$ cat config.mk
export PLATFORM = sky130hd
export DESIGN_NAME = updown_counter_sequencer
export DESIGN_NICKNAME = d
export VERILOG_FILES = /design/src/rtl/updown_counter_sequencer.sv
export SDC_FILE = /design/constraint.sdc
export NUM_CORES = 1
export LEC_CHECK = 0
export ABC_AREA = 0
export ABC_CLOCK_PERIOD_IN_PS = 2100
export CORE_UTILIZATION = 54
export CTS_BUF_LIST = sky130_fd_sc_hd__clkbuf_8
export DETAILED_ROUTE_END_ITERATION = 10
export MAX_ROUTING_LAYER = met4
export PLACE_DENSITY = 0.83
export SLEW_MARGIN = 20
export SYNTH_ARGS = -nofsm -noshare
export SYNTH_HDL_FRONTEND = slang
export SYNTH_SLANG_ARGS = --single-unit
$ cat constraint.sdc
create_clock -name clk -period 2.1 [get_ports clk]
set_input_delay 0.21 -clock clk [delete_from_list [all_inputs] [get_ports clk]]
set_output_delay 0.21 -clock clk [all_outputs]
set_load 0.05 [all_outputs]
$ cat src/rtl/updown_counter_sequencer.sv
// -----------------------------------------------------------------------------
// updown_counter_sequencer
//
// Command-driven sequencer around a WIDTH-bit loadable up/down counter.
// Commands arrive over a valid/ready handshake and are executed one step per
// clock: LOAD a value, count UP n steps, count DOWN n steps, or NOP.
// Completion is reported with a one-cycle done pulse (plus aborted when an
// abort request ended the command).
//
// Optional build macro: UPDOWN_SEQ_SATURATE_EN
//   undefined : counting wraps modulo 2^WIDTH; wrap pulses after a wrapping step
//   defined   : counting saturates at 0 / 2^WIDTH-1; wrap pulses after a
//               clamped step
//
// Ports:
//   clk        system clock, rising edge
//   rst        synchronous active-high reset
//   cmd_valid  command present
//   cmd_ready  sequencer accepts a command this cycle (IDLE only)
//   cmd_op     00=LOAD, 01=UP, 10=DOWN, 11=NOP
//   cmd_arg    LOAD value or UP/DOWN step count
//   abort      terminate the executing command
//   count      current counter value
//   busy       command latched and not yet completed
//   done       one-cycle completion pulse
//   aborted    one-cycle pulse with done when abort ended the command
//   wrap       one-cycle pulse in the cycle after a wrapping/clamped step
// -----------------------------------------------------------------------------
module updown_counter_sequencer #(
    parameter int WIDTH = 4,
    parameter int OPW   = 2
) (
    input  logic             clk,
    input  logic             rst,
    input  logic             cmd_valid,
    output logic             cmd_ready,
    input  logic [OPW-1:0]   cmd_op,
    input  logic [WIDTH-1:0] cmd_arg,
    input  logic             abort,
    output logic [WIDTH-1:0] count,
    output logic             busy,
    output logic             done,
    output logic             aborted,
    output logic             wrap
);

    typedef enum logic [1:0] {
        S_IDLE = 2'd0,
        S_EXEC = 2'd1,
        S_DONE = 2'd2
    } state_e;

    localparam logic [OPW-1:0] OP_LOAD = 2'b00;
    localparam logic [OPW-1:0] OP_UP   = 2'b01;
    localparam logic [OPW-1:0] OP_DOWN = 2'b10;
    localparam logic [OPW-1:0] OP_NOP  = 2'b11;

    state_e           state_q;
    logic [OPW-1:0]   op_q;
    logic [WIDTH-1:0] arg_q;
    logic [WIDTH-1:0] rem_q;
    logic [WIDTH-1:0] count_q;
    logic             cmd_ready_q;
    logic             busy_q;
    logic             done_q;
    logic             aborted_q;
    logic             wrap_q;

    logic             step_up_s;
    logic             at_limit_s;
    logic [WIDTH-1:0] step_d;

    // Next counter value for one UP/DOWN step and whether it hits the limit.
    // Reaching the limit in the stepping direction is exactly the case that
    // wraps (modulo build) or is clamped (saturating build).
    always_comb begin
        step_up_s  = (op_q == OP_UP);
        at_limit_s = 1'b0;
        step_d     = count_q;
        if (step_up_s) begin
            at_limit_s = (count_q == {WIDTH{1'b1}});
        end else begin
            at_limit_s = (count_q == {WIDTH{1'b0}});
        end
`ifdef UPDOWN_SEQ_SATURATE_EN
        if (at_limit_s) begin
            step_d = count_q;
        end else if (step_up_s) begin
            step_d = count_q + WIDTH'(1);
        end else begin
            step_d = count_q - WIDTH'(1);
        end
`else
        if (step_up_s) begin
            step_d = count_q + WIDTH'(1);
        end else begin
            step_d = count_q - WIDTH'(1);
        end
`endif
    end

    // Sequencer FSM with all outputs registered; pulses default low each cycle.
    always_ff @(posedge clk) begin
        if (rst) begin
            state_q     <= S_IDLE;
            op_q        <= {OPW{1'b0}};
            arg_q       <= {WIDTH{1'b0}};
            rem_q       <= {WIDTH{1'b0}};
            count_q     <= {WIDTH{1'b0}};
            cmd_ready_q <= 1'b1;
            busy_q      <= 1'b0;
            done_q      <= 1'b0;
            aborted_q   <= 1'b0;
            wrap_q      <= 1'b0;
        end else begin
            done_q    <= 1'b0;
            aborted_q <= 1'b0;
            wrap_q    <= 1'b0;
            case (state_q)
                S_IDLE: begin
                    if (cmd_valid && cmd_ready_q) begin
                        op_q        <= cmd_op;
                        arg_q       <= cmd_arg;
                        rem_q       <= cmd_arg;
                        state_q     <= S_EXEC;
                        cmd_ready_q <= 1'b0;
                        busy_q      <= 1'b1;
                    end
                end
                S_EXEC: begin
                    if (abort) begin
                        state_q   <= S_DONE;
                        busy_q    <= 1'b0;
                        done_q    <= 1'b1;
                        aborted_q <= 1'b1;
                    end else begin
                        case (op_q)
                            OP_LOAD: begin
                                count_q <= arg_q;
                                state_q <= S_DONE;
                                busy_q  <= 1'b0;
                                done_q  <= 1'b1;
                            end
                            OP_UP, OP_DOWN: begin
                                if (rem_q != {WIDTH{1'b0}}) begin
                                    count_q <= step_d;
                                    wrap_q  <= at_limit_s;
                                    rem_q   <= rem_q - WIDTH'(1);
                                end
                                // Last step (or n==0) completes the command.
                                if (rem_q <= WIDTH'(1)) begin
                                    state_q <= S_DONE;
                                    busy_q  <= 1'b0;
                                    done_q  <= 1'b1;
                                end
                            end
                            OP_NOP: begin
                                state_q <= S_DONE;
                                busy_q  <= 1'b0;
                                done_q  <= 1'b1;
                            end
                            default: begin
                                state_q <= S_DONE;
                                busy_q  <= 1'b0;
                                done_q  <= 1'b1;
                            end
                        endcase
                    end
                end
                S_DONE: begin
                    state_q     <= S_IDLE;
                    cmd_ready_q <= 1'b1;
                end
                default: begin
                    state_q     <= S_IDLE;
                    cmd_ready_q <= 1'b1;
                    busy_q      <= 1'b0;
                end
            endcase
        end
    end

    assign cmd_ready = cmd_ready_q;
    assign count     = count_q;
    assign busy      = busy_q;
    assign done      = done_q;
    assign aborted   = aborted_q;
    assign wrap      = wrap_q;

endmodule

==> flow_summary.toml <==
[timing]
worstMarginPinSlew_ns = 0.498
fin_tns_setup_ns = 0
rsz0062_at_grt = "false"
fmax_ghz = 0.526
period_share_pct = 90.4
drv_slew = 0
period_needed_ns = 1.90
finalSetupViolCount = 0
fin_skew_ns = 0.00194
maxSlewHeadroom_pct = 66.7
hold_violations = 0
holdWs_ns = 0.467
worst_slack_ns = 0.201

[clock_network]
insertion_delay_ns = 0.26
cts-hold-fix-buffers = 0
cts_made_buffers = 3
clkSlewWorstSetupHoldPaths_ns = 0.07
cts_setup_buffers = 0
htreeDepth = 1
cts_buffer_depth = 2
cts_root_buf = "clkbuf_8"
cts.sinks = 21
cts_resized = 0
cts_tree = "done"

[yosys]
syn_area_per_cell_sq_um = 8.47
synthAdderAreaFrac_pct = 9.92
synthXorXnorAreaFrac_pct = 1.61
synth_area_leader_cell = "dfxtp_1"
muxShareOfSynthArea_pct = 2.77
synth_seq_cells = 21
yosysTopAreaCellShare_pct = 38.8
syn-num-nets = 146
yosys_warnings = 0
yosysUniqueCellTypes = 36
syn_inst = 128
synth_area_leaders = "dfxtp_1 39%, ha_1 8.1%, a21oi_1 6.9%"
synth-compound-area-share_pct = 19.0
ys_seq_area_share_pct = 38.8
synth_edf_count = 0
synthArstFlopShare_pct = 0
synthFlopType = "dfxtp_1"
yosys.area_share.simple_pct = 22.5
synth_top_family_by_area = "simple AND/OR/NAND/NOR gates"
syn-cell-area_sq_um = 1080

[power]
switchingPower_mw = 0.297
p_seq_share_pct = 47.1
p_clk_share_pct = 26.9
power.density_nw_per_um2 = 722
swShare_pct = 31.0
p_total_mw = 0.958
p_comb_share_pct = 26.0
p_int_mw = 0.661
ir_worst_vdd_mv = 0.508
leakage_nw = 0.517

[layout]
multi_input_area_sq_um = 606
fin_cells = 171
layout_common_cells = "21 x dfxtp_1, 18 x nand2_1, 18 x clkdlybuf4s50_1, 15 x a21oi_1, 12 x nor2_1"
design_area_sq_um = 1330
final_util_pct = 73.7
fillers = 144
drive_gt1_share_pct = 6.16
antenna_cells = 0
area_growth_pct = 22.4
final_nets = 165
layout_commonest_cell = "dfxtp_1"
final-seq-area_sq_um = 420

[outcome]
status = "completed"

[placement]
io_buffer_count = 18
post_dp_cell_area_sq_um = 1280
dp_cells = 167
finalWeightedCongestion = 0.822
dp.final_hpwl_um = 1730
pre_cts_slack_ns = 0.222

[worst_hold_path]
min_path_type = "reg -> reg"

[worst_setup_path]
path_class = "reg -> reg"
cpMaxStageDelayCell = "dfxtp_1"
cp_slowest_stage_delay_ns = 0.36
crit_required_ns = 2.28
path_cells = "inv_1 -> ha_1 -> inv_1 -> ha_1 -> a21oi_1 -> a21oi_1 -> o31a_1 -> a211oi_1"
critPathArrivalTime_ns = 2.08
path_buf_inv = 2
critPathCaptureType = "flop"
crit_fanout = 5
cpLargestDelayFamily = "compound AO/OA/AOI/OAI gates"
r2r_slack_ns = 0.20
critPathLaunchType = "flop"

[route]
wl_um = 2310
routed_via_density = 5.68
vias = 971
drt_iter0_markers = 12
drc_errors = 0
wl_per_cell_um = 13.5
firstDrtPassIters = 4
ant_nets = 0

[floorplanning]
start_util_pct = 60.2
io_pins = 19
die_h_um = 46.8
core_area_sq_um = 1800
dieArea_sq_um = 2190
fp-row-count = 15
fp.dieW_um = 46.8

[global_routing]
met2_usage_pct = 41.7
grt_use_met3_pct = 4.23
track_usage_pct = 25.7
grt.busiest_layer = "met2"
grt_max_degree = 13
grt.overflow.total = 0
antenna_found_initial = 0
grt_pass1_vias = 897
gr-usage-met1_pct = 31.1
grt_pass1_wl_um = 3810

[run]
max_cap_viol_count = 0
-- cells in the mapped netlist, types with 2 or more instances --
master	instances
a211oi_1	2
nand3_1	2
o21ai_0	4
ha_1	7
nand2_1	18
mux2i_1	3
o31a_1	2
nor3_1	3
a21oi_1	15
inv_1	6
nor4_1	2
nor2b_1	2
nand4_1	3
dfxtp_1	21
clkbuf_1	4
nor3b_1	2
nor2_1	12
buf_2	2
-- worst register-to-register path: stages, from the launching register on --
cell and delay, ns:
dfxtp_1 0.36, inv_1 0.06, ha_1 0.20, inv_1 0.15, ha_1 0.30, a21oi_1 0.17
a21oi_1 0.09, o31a_1 0.28, a211oi_1 0.21
-- power by group through the flow --
stage	logic [mW]	registers, mW	clock network [mW]
after global routing	0.273	0.455	0.278
after floorplan	0.146	0.486	0
after global placement	0.237	0.457	0
after CTS	0.248	0.451	0.261
final	0.249	0.451	0.258
after detailed placement	0.245	0.460	0
-- registers in the layout, summed over array words and instances (netlist names) --
signal     flops
busy           1
cmd_ready      1
op_q           2
done           1
wrap           1
rem_q          4
aborted        1
count          4
state_q        2
arg_q          4
-- worst paths after layout --
| check | to | cells after the start | from |
|---|---|---|---|
| hold / removal | arg_q[2] | 2 | arg_q[2] |
| setup / recovery | count[3] | 8 | op_q[1] |
| setup reg to reg | count[3] | 8 | op_q[1] |
| hold reg to reg | arg_q[2] | 2 | arg_q[2] |
-- routing by layer --
metal  vias up  share of wire (%)
met4         0                2.2
met5         -                  0
met1       456                 44
met3         7                3.5
li1        483                  -
met2        25                 50
-- cells by family after synthesis --
family                     count (synthesis)
AOI/OAI and AO/OA                         31
xor gates and xnor gates                   2
adders and majority gates                  8
buffers and inverters                     13
DFF                                       21
muxes                                      3
and+or+nand+nor                           50
-- cell type report --
class / count / share of cell area [%]
Clock inverter: 1 / 0.283
Clock buffer: 3 / 3.11
Timing Repair Buffer: 21 / 15.3
Sequential cell: 21 / 31.7
Inverter: 6 / 1.70
Multi-Input combinational cell: 94 / 45.6
Tap cell: 25 / 2.36
(Power assumes the default switching activity.)
